==> config.mk <==
export PLATFORM = sky130hd
export DESIGN_NAME = ex_mem_stage
export DESIGN_NICKNAME = d
export VERILOG_FILES = /design/src/rtl/ex_mem_stage.sv
export SDC_FILE = /design/constraint.sdc
export NUM_CORES = 1
export LEC_CHECK = 0
export BUFFER_PORTS_ARGS = -buffer_cell sky130_fd_sc_hd__buf_2
export CORE_ASPECT_RATIO = 0.8
export CORE_UTILIZATION = 44
export DETAILED_ROUTE_END_ITERATION = 12
export PLACE_DENSITY = 0.77
export SYNTH_ARGS = -nofsm -noshare
export SYNTH_HDL_FRONTEND = slang
export SYNTH_SLANG_ARGS = --single-unit
==> constraint.sdc <==
create_clock -name clk_i -period 1.9 [get_ports clk_i]
set_input_delay 0.095 -clock clk_i [delete_from_list [all_inputs] [get_ports clk_i]]
set_output_delay 0.095 -clock clk_i [all_outputs]
set_load 0.05 [all_outputs]
==> src/rtl/ex_mem_stage.sv <==
// ----------------------------------------------------------------------------
// ex_mem_stage
//
// Purpose:
//   EX/MEM pipeline boundary built as a 2-entry elastic buffer. Each entry
//   carries the ALU result, the store data, the destination register, the
//   MEM/WB control bits, and a branch decision that is resolved when the
//   entry is captured. The head entry is presented to the MEM stage through a
//   valid/ready handshake. in_ready_o depends only on occupancy, so the
//   upstream stage never sees a combinational path from out_ready_i.
//
// Configuration:
//   EX_MEM_BNE_EN - when defined, branch_ne_i selects BNE semantics
//                   (taken = branch_i && !zero_i). When undefined, branch_ne_i
//                   is ignored and taken = branch_i && zero_i.
//
// Ports:
//   clk_i            in   1   clock (rising edge)
//   rst_i            in   1   asynchronous active-low reset
//   in_valid_i       in   1   EX-stage entry valid
//   in_ready_o       out  1   buffer can accept (count < 2)
//   alu_result_i     in  32   ALU result
//   zero_i           in   1   ALU zero flag
//   rt_data_i        in  32   store data
//   write_reg_i      in   5   destination register
//   reg_write_i      in   1   register write enable
//   mem_read_i       in   1   memory read
//   mem_write_i      in   1   memory write
//   branch_i         in   1   branch instruction
//   branch_ne_i      in   1   BNE select (only used with EX_MEM_BNE_EN)
//   pc_branch_i      in  32   branch target
//   flush_i          in   1   discard all held entries (wins over push/pop)
//   out_valid_o      out  1   head entry valid
//   out_ready_i      in   1   MEM stage consumes the head
//   result_o         out 32   head ALU result
//   wdata_o          out 32   head store data
//   write_reg_o      out  5   head destination register
//   reg_write_o      out  1   head register write enable
//   mem_read_o       out  1   head memory read
//   mem_write_o      out  1   head memory write
//   pc_src_o         out  1   head is a taken branch
//   branch_target_o  out 32   head branch target
// ----------------------------------------------------------------------------
module ex_mem_stage (
    input  logic        clk_i,
    input  logic        rst_i,
    input  logic        in_valid_i,
    output logic        in_ready_o,
    input  logic [31:0] alu_result_i,
    input  logic        zero_i,
    input  logic [31:0] rt_data_i,
    input  logic [4:0]  write_reg_i,
    input  logic        reg_write_i,
    input  logic        mem_read_i,
    input  logic        mem_write_i,
    input  logic        branch_i,
    input  logic        branch_ne_i,
    input  logic [31:0] pc_branch_i,
    input  logic        flush_i,
    output logic        out_valid_o,
    input  logic        out_ready_i,
    output logic [31:0] result_o,
    output logic [31:0] wdata_o,
    output logic [4:0]  write_reg_o,
    output logic        reg_write_o,
    output logic        mem_read_o,
    output logic        mem_write_o,
    output logic        pc_src_o,
    output logic [31:0] branch_target_o
);

    localparam int DEPTH = 2;

    // One buffered EX/MEM record.
    typedef struct packed {
        logic [31:0] result;
        logic [31:0] wdata;
        logic [4:0]  write_reg;
        logic        reg_write;
        logic        mem_read;
        logic        mem_write;
        logic        taken;
        logic [31:0] target;
    } entry_t;

    // ------------------------------------------------------------------
    // State
    // ------------------------------------------------------------------
    logic [1:0] count_reg;
    logic [1:0] count_next;
    logic       wr_ptr_reg;
    logic       wr_ptr_next;
    logic       rd_ptr_reg;
    logic       rd_ptr_next;
    entry_t     mem_reg [DEPTH];

    entry_t     in_entry;
    entry_t     head_entry;
    logic       taken;
    logic       push;
    logic       pop;
    logic       write_en;

    // ------------------------------------------------------------------
    // Branch resolution at capture time
    // ------------------------------------------------------------------
`ifdef EX_MEM_BNE_EN
    assign taken = branch_i && (branch_ne_i ? !zero_i : zero_i);
`else
    // branch_ne_i has no function in this build; tie it off explicitly.
    logic unused_bne;
    assign unused_bne = branch_ne_i;
    assign taken      = branch_i && zero_i;
`endif

    always_comb begin
        in_entry           = '0;
        in_entry.result    = alu_result_i;
        in_entry.wdata     = rt_data_i;
        in_entry.write_reg = write_reg_i;
        in_entry.reg_write = reg_write_i;
        in_entry.mem_read  = mem_read_i;
        in_entry.mem_write = mem_write_i;
        in_entry.taken     = taken;
        in_entry.target    = pc_branch_i;
    end

    // ------------------------------------------------------------------
    // Handshake
    // ------------------------------------------------------------------
    // Ready is a pure function of occupancy; during reset count_reg is 0,
    // so in_ready_o is held high and out_valid_o low.
    assign in_ready_o  = (count_reg < 2'd2);
    assign out_valid_o = (count_reg != 2'd0);

    assign push = in_valid_i && in_ready_o;
    assign pop  = out_valid_o && out_ready_i;

    // Storage is only written on an accepted push that is not flushed.
    assign write_en = push && !flush_i;

    // ------------------------------------------------------------------
    // Occupancy and pointer update
    // ------------------------------------------------------------------
    always_comb begin
        count_next  = count_reg;
        wr_ptr_next = wr_ptr_reg;
        rd_ptr_next = rd_ptr_reg;
        if (flush_i) begin
            // Flush dominates: concurrent push dropped, concurrent pop ignored.
            count_next  = 2'd0;
            wr_ptr_next = 1'b0;
            rd_ptr_next = 1'b0;
        end else begin
            if (push) begin
                wr_ptr_next = ~wr_ptr_reg;
            end
            if (pop) begin
                rd_ptr_next = ~rd_ptr_reg;
            end
            unique case ({push, pop})
                2'b10:   count_next = count_reg + 2'd1;
                2'b01:   count_next = count_reg - 2'd1;
                default: count_next = count_reg;
            endcase
        end
    end

    always_ff @(posedge clk_i or negedge rst_i) begin
        if (!rst_i) begin
            count_reg  <= 2'd0;
            wr_ptr_reg <= 1'b0;
            rd_ptr_reg <= 1'b0;
        end else begin
            count_reg  <= count_next;
            wr_ptr_reg <= wr_ptr_next;
            rd_ptr_reg <= rd_ptr_next;
        end
    end

    // ------------------------------------------------------------------
    // Entry storage: one register slot per pointer value. Slots are
    // cleared on reset so nothing from an interrupted stream survives.
    // ------------------------------------------------------------------
    generate
        for (genvar gi = 0; gi < DEPTH; gi++) begin : g_slot
            always_ff @(posedge clk_i or negedge rst_i) begin
                if (!rst_i) begin
                    mem_reg[gi] <= '0;
                end else if (write_en && (wr_ptr_reg == 1'(gi))) begin
                    mem_reg[gi] <= in_entry;
                end
            end
        end
    endgenerate

    // ------------------------------------------------------------------
    // Head outputs: selected straight from the storage registers and
    // forced to zero when the buffer is empty. No input reaches these
    // outputs without passing through a flop.
    // ------------------------------------------------------------------
    always_comb begin
        head_entry = '0;
        if (out_valid_o) begin
            head_entry = mem_reg[rd_ptr_reg];
        end
    end

    assign result_o        = head_entry.result;
    assign wdata_o         = head_entry.wdata;
    assign write_reg_o     = head_entry.write_reg;
    assign reg_write_o     = head_entry.reg_write;
    assign mem_read_o      = head_entry.mem_read;
    assign mem_write_o     = head_entry.mem_write;
    assign pc_src_o        = out_valid_o && head_entry.taken;
    assign branch_target_o = head_entry.target;

endmodule

==> results.toml <==
[sta]
rsz0062_at_grt = "yes"
fin_hold_ws_ns = 0.0407
setup_viol = 38
finClkSkew_ns = 0.00978
max_slew_margin_pct = 57.6
hold_violations = 0
layout_setup_ws_ns = -0.0470
post-route-min-period_ns = 1.95
fmax_ghz = 0.514
tightestPinTransition_ns = 0.637
slew_violations = 0
finalCritPeriodShare_pct = 102

[drt]
dr.pass1.iters = 4
wl_per_cell_um = 18.7
drtIter0Drc = 316
drtAntennaViolNets = 0
drc = 0
via_per_inst = 5.12
via_count = 6809
routed_wirelength_um = 24800

[status]
violations = "setup timing"
status = "complete, but fails checks"

[worst_setup_path]
reg2reg_depth = 5
r2r_end = "mem_reg[70]$_DFFE_PN0P_"
start_kind = "register"
worstPathRequired_ns = 1.80
crit_fanout = 12
worstSetupPathType = "register to output port"
reg2reg_slack_ns = 0.11
crit_arrival_ns = 1.85
rr_startpoint = "count_reg[1]$_DFFE_PN0P_"
cp-end-kind = "output port"

[placement]
dp_slack_ns = 0.134
gp_congestion = 0.715
portBuffers = 217
postPlaceCellArea_um2 = 11100
dp_hpwl_um = 13500

[floorplanning]
rows = 47
die_area_um2 = 22400
ios = 219
dieWidth_um = 167
die_h_um = 134
initial_core_util_pct = 45.6
core_area_um2 = 21000

[global_routing]
grt_pass1_vias = 7483
grt_antenna_before_repair = 0
grt_max_degree = 74
grt_pass1_wl_um = 38100
grt_overflow = 0
grt_util_all_layers_pct = 21.1

[pwr]
power.density_nw_per_um2 = 1130
p_leak_nw = 6.07
vdd_drop_max_uv = 826

[finish]
finalNetCount = 1157
largest_register_ffs = 210
fin_area_um2 = 13800
area_growth_pct = 43.6
fin_util_pct = 65.5
diodes = 0
drive_gt1_share_pct = 43.1

[clocking]
clkTransAtPathRegs_ns = 0.06
cts_tree = "built"
clkSinkCount = 214
cts-buffers-inserted = 23
clk_latency_ns = 0.49
htreeDepth = 1
clockBufferDepth = 3
clockRootBuffer = "clkbuf_16"

[yosys]
ys.warnings.count = 0
syn_area_um2 = 9580
async_flop_share_pct = 100
synth_flop_cell = "dfrtp_1"
ys_ff_latch = 214
seq_area_frac_synth_pct = 55.9
synth.avg_cell_area_um2 = 13.6
synth_edf_count = 0
ys_types = 20
syn_nets = 816
synthCells = 704

[min_path]
min_to = "count_reg[1]$_DFFE_PN0P_"
min_from = "in_valid_i"
min_delay_path_depth = 4
hold_class = "input port to register"

[run]
maxCapViolations = 0
metal layers:
| metal | up-vias | global-route usage [%] | routed length [um] |
|---|---|---|---|
| li1 | 3138 | - | - |
| met1 | 3423 | 25.4 | 10500 |
| met2 | 203 | 38.1 | 12300 |
| met3 | 45 | 4.78 | 1390 |
| met4 | 0 | 5.86 | 631 |
| met5 | - | 0 | 0 |
synthesized netlist by cell type (4+ instances only):
library cell	instances	area, um^2
clkbuf_1	9	33.8
buf_4	6	45.0
mux2_1	49	552
nor2_1	108	405
mux2_2	159	1790
buf_1	4	15.0
buf_2	23	115
buf_6	5	56.3
mux2i_1	108	1080
dfrtp_1	214	5360
inv_1	4	15.0
how the worst max path moves through the flow:
stage,from,endpoint,slack (ns),cells after the start
2_1_floorplan,rd_ptr_reg$_DFFE_PN0P_,result_o[0],0.06,5
4_1_cts,rd_ptr_reg$_DFFE_PN0P_,result_o[1],-0.06,5
3_3_place_gp,count_reg[1]$_DFFE_PN0P_,mem_reg[38]$_DFFE_PN0P_,0.15,5
3_5_place_dp,count_reg[1]$_DFFE_PN0P_,mem_reg[52]$_DFFE_PN0P_,0.13,5
6_report,rd_ptr_reg$_DFFE_PN0P_,wdata_o[7],-0.05,5
5_1_grt,rd_ptr_reg$_DFFE_PN0P_,branch_target_o[26],-0.11,5
cells by family after synthesis:
| group | after synthesis | share of synthesized area, % |
|---|---|---|
| AO/OA/AOI/OAI | 5 | 0.287 |
| XOR/XNOR | 2 | 0.183 |
| buffers and inverters | 51 | 2.93 |
| flip-flops | 214 | 55.9 |
| multiplexers | 316 | 35.7 |
| AND/OR/NAND/NOR | 116 | 4.94 |
final cells by class:
cell class              count  area, um^2
fillers                  1442        7240
clock inverters             9        55.1
repair buffers            363        3390
well taps                 269         337
flip-flops and latches    214        5360
clock buffers              32         629
multi-input cells         439        3970
inverters                   4        15.0
where the power goes:
group / total, W / switching [W] / internal, W
registers: 0.00657 / 0.000698 / 0.00587
logic: 0.00493 / 0.00261 / 0.00232
clock network: 0.00410 / 0.00178 / 0.00232
total: 0.0156 / 0.00509 / 0.0105
timing repair:
| item | CTS | global route |
|---|---|---|
| resized for setup | 143 | 62 |
| endpoints found under the setup margin | 103 | 103 |
| pin swaps | 13 | 30 |
| buffers inserted | 4 | 1 |
| hold endpoints to repair | 279 | 0 |
| cloned | 1 | 7 |
| hold buffers | 109 | 0 |
layout by cell type, fill, tap and decap left out, drive strengths merged:
cell         Yosys  final
buf             38    247
dfrtp          214    214
mux2           208    208
dlygate4sd3      0    109
nor2           108    108
mux2i          108    108
clkbuf           9     39
clkinv           0      8
inv              4      4
nand2b           2      2
nand2            2      2
nor2b            2      2
a21oi            2      2
o21ai            2      2
xor2             2      2
nor3             1      1
nor3b            1      1
a21o             1      1
clkinvlp         0      1
stage by stage:
step	setup TNS (ns)	total power, W	cells
after floorplan	0	0.00955	704
after detailed placement	0	0.0107	1168
final	-0.646	0.0156	1330
after CTS	-0.877	0.0153	1322
after global placement	0	0.0105	1168
after global routing	-5.43	0.0163	1330
worst max-delay path, cell delays in order (launching register included):
cell     delay, ns
dfrtp_4       0.52
buf_12        0.17
buf_16        0.16
mux2i_2       0.16
nor2_2        0.16
buf_6         0.18
(Power assumes the default switching activity.)
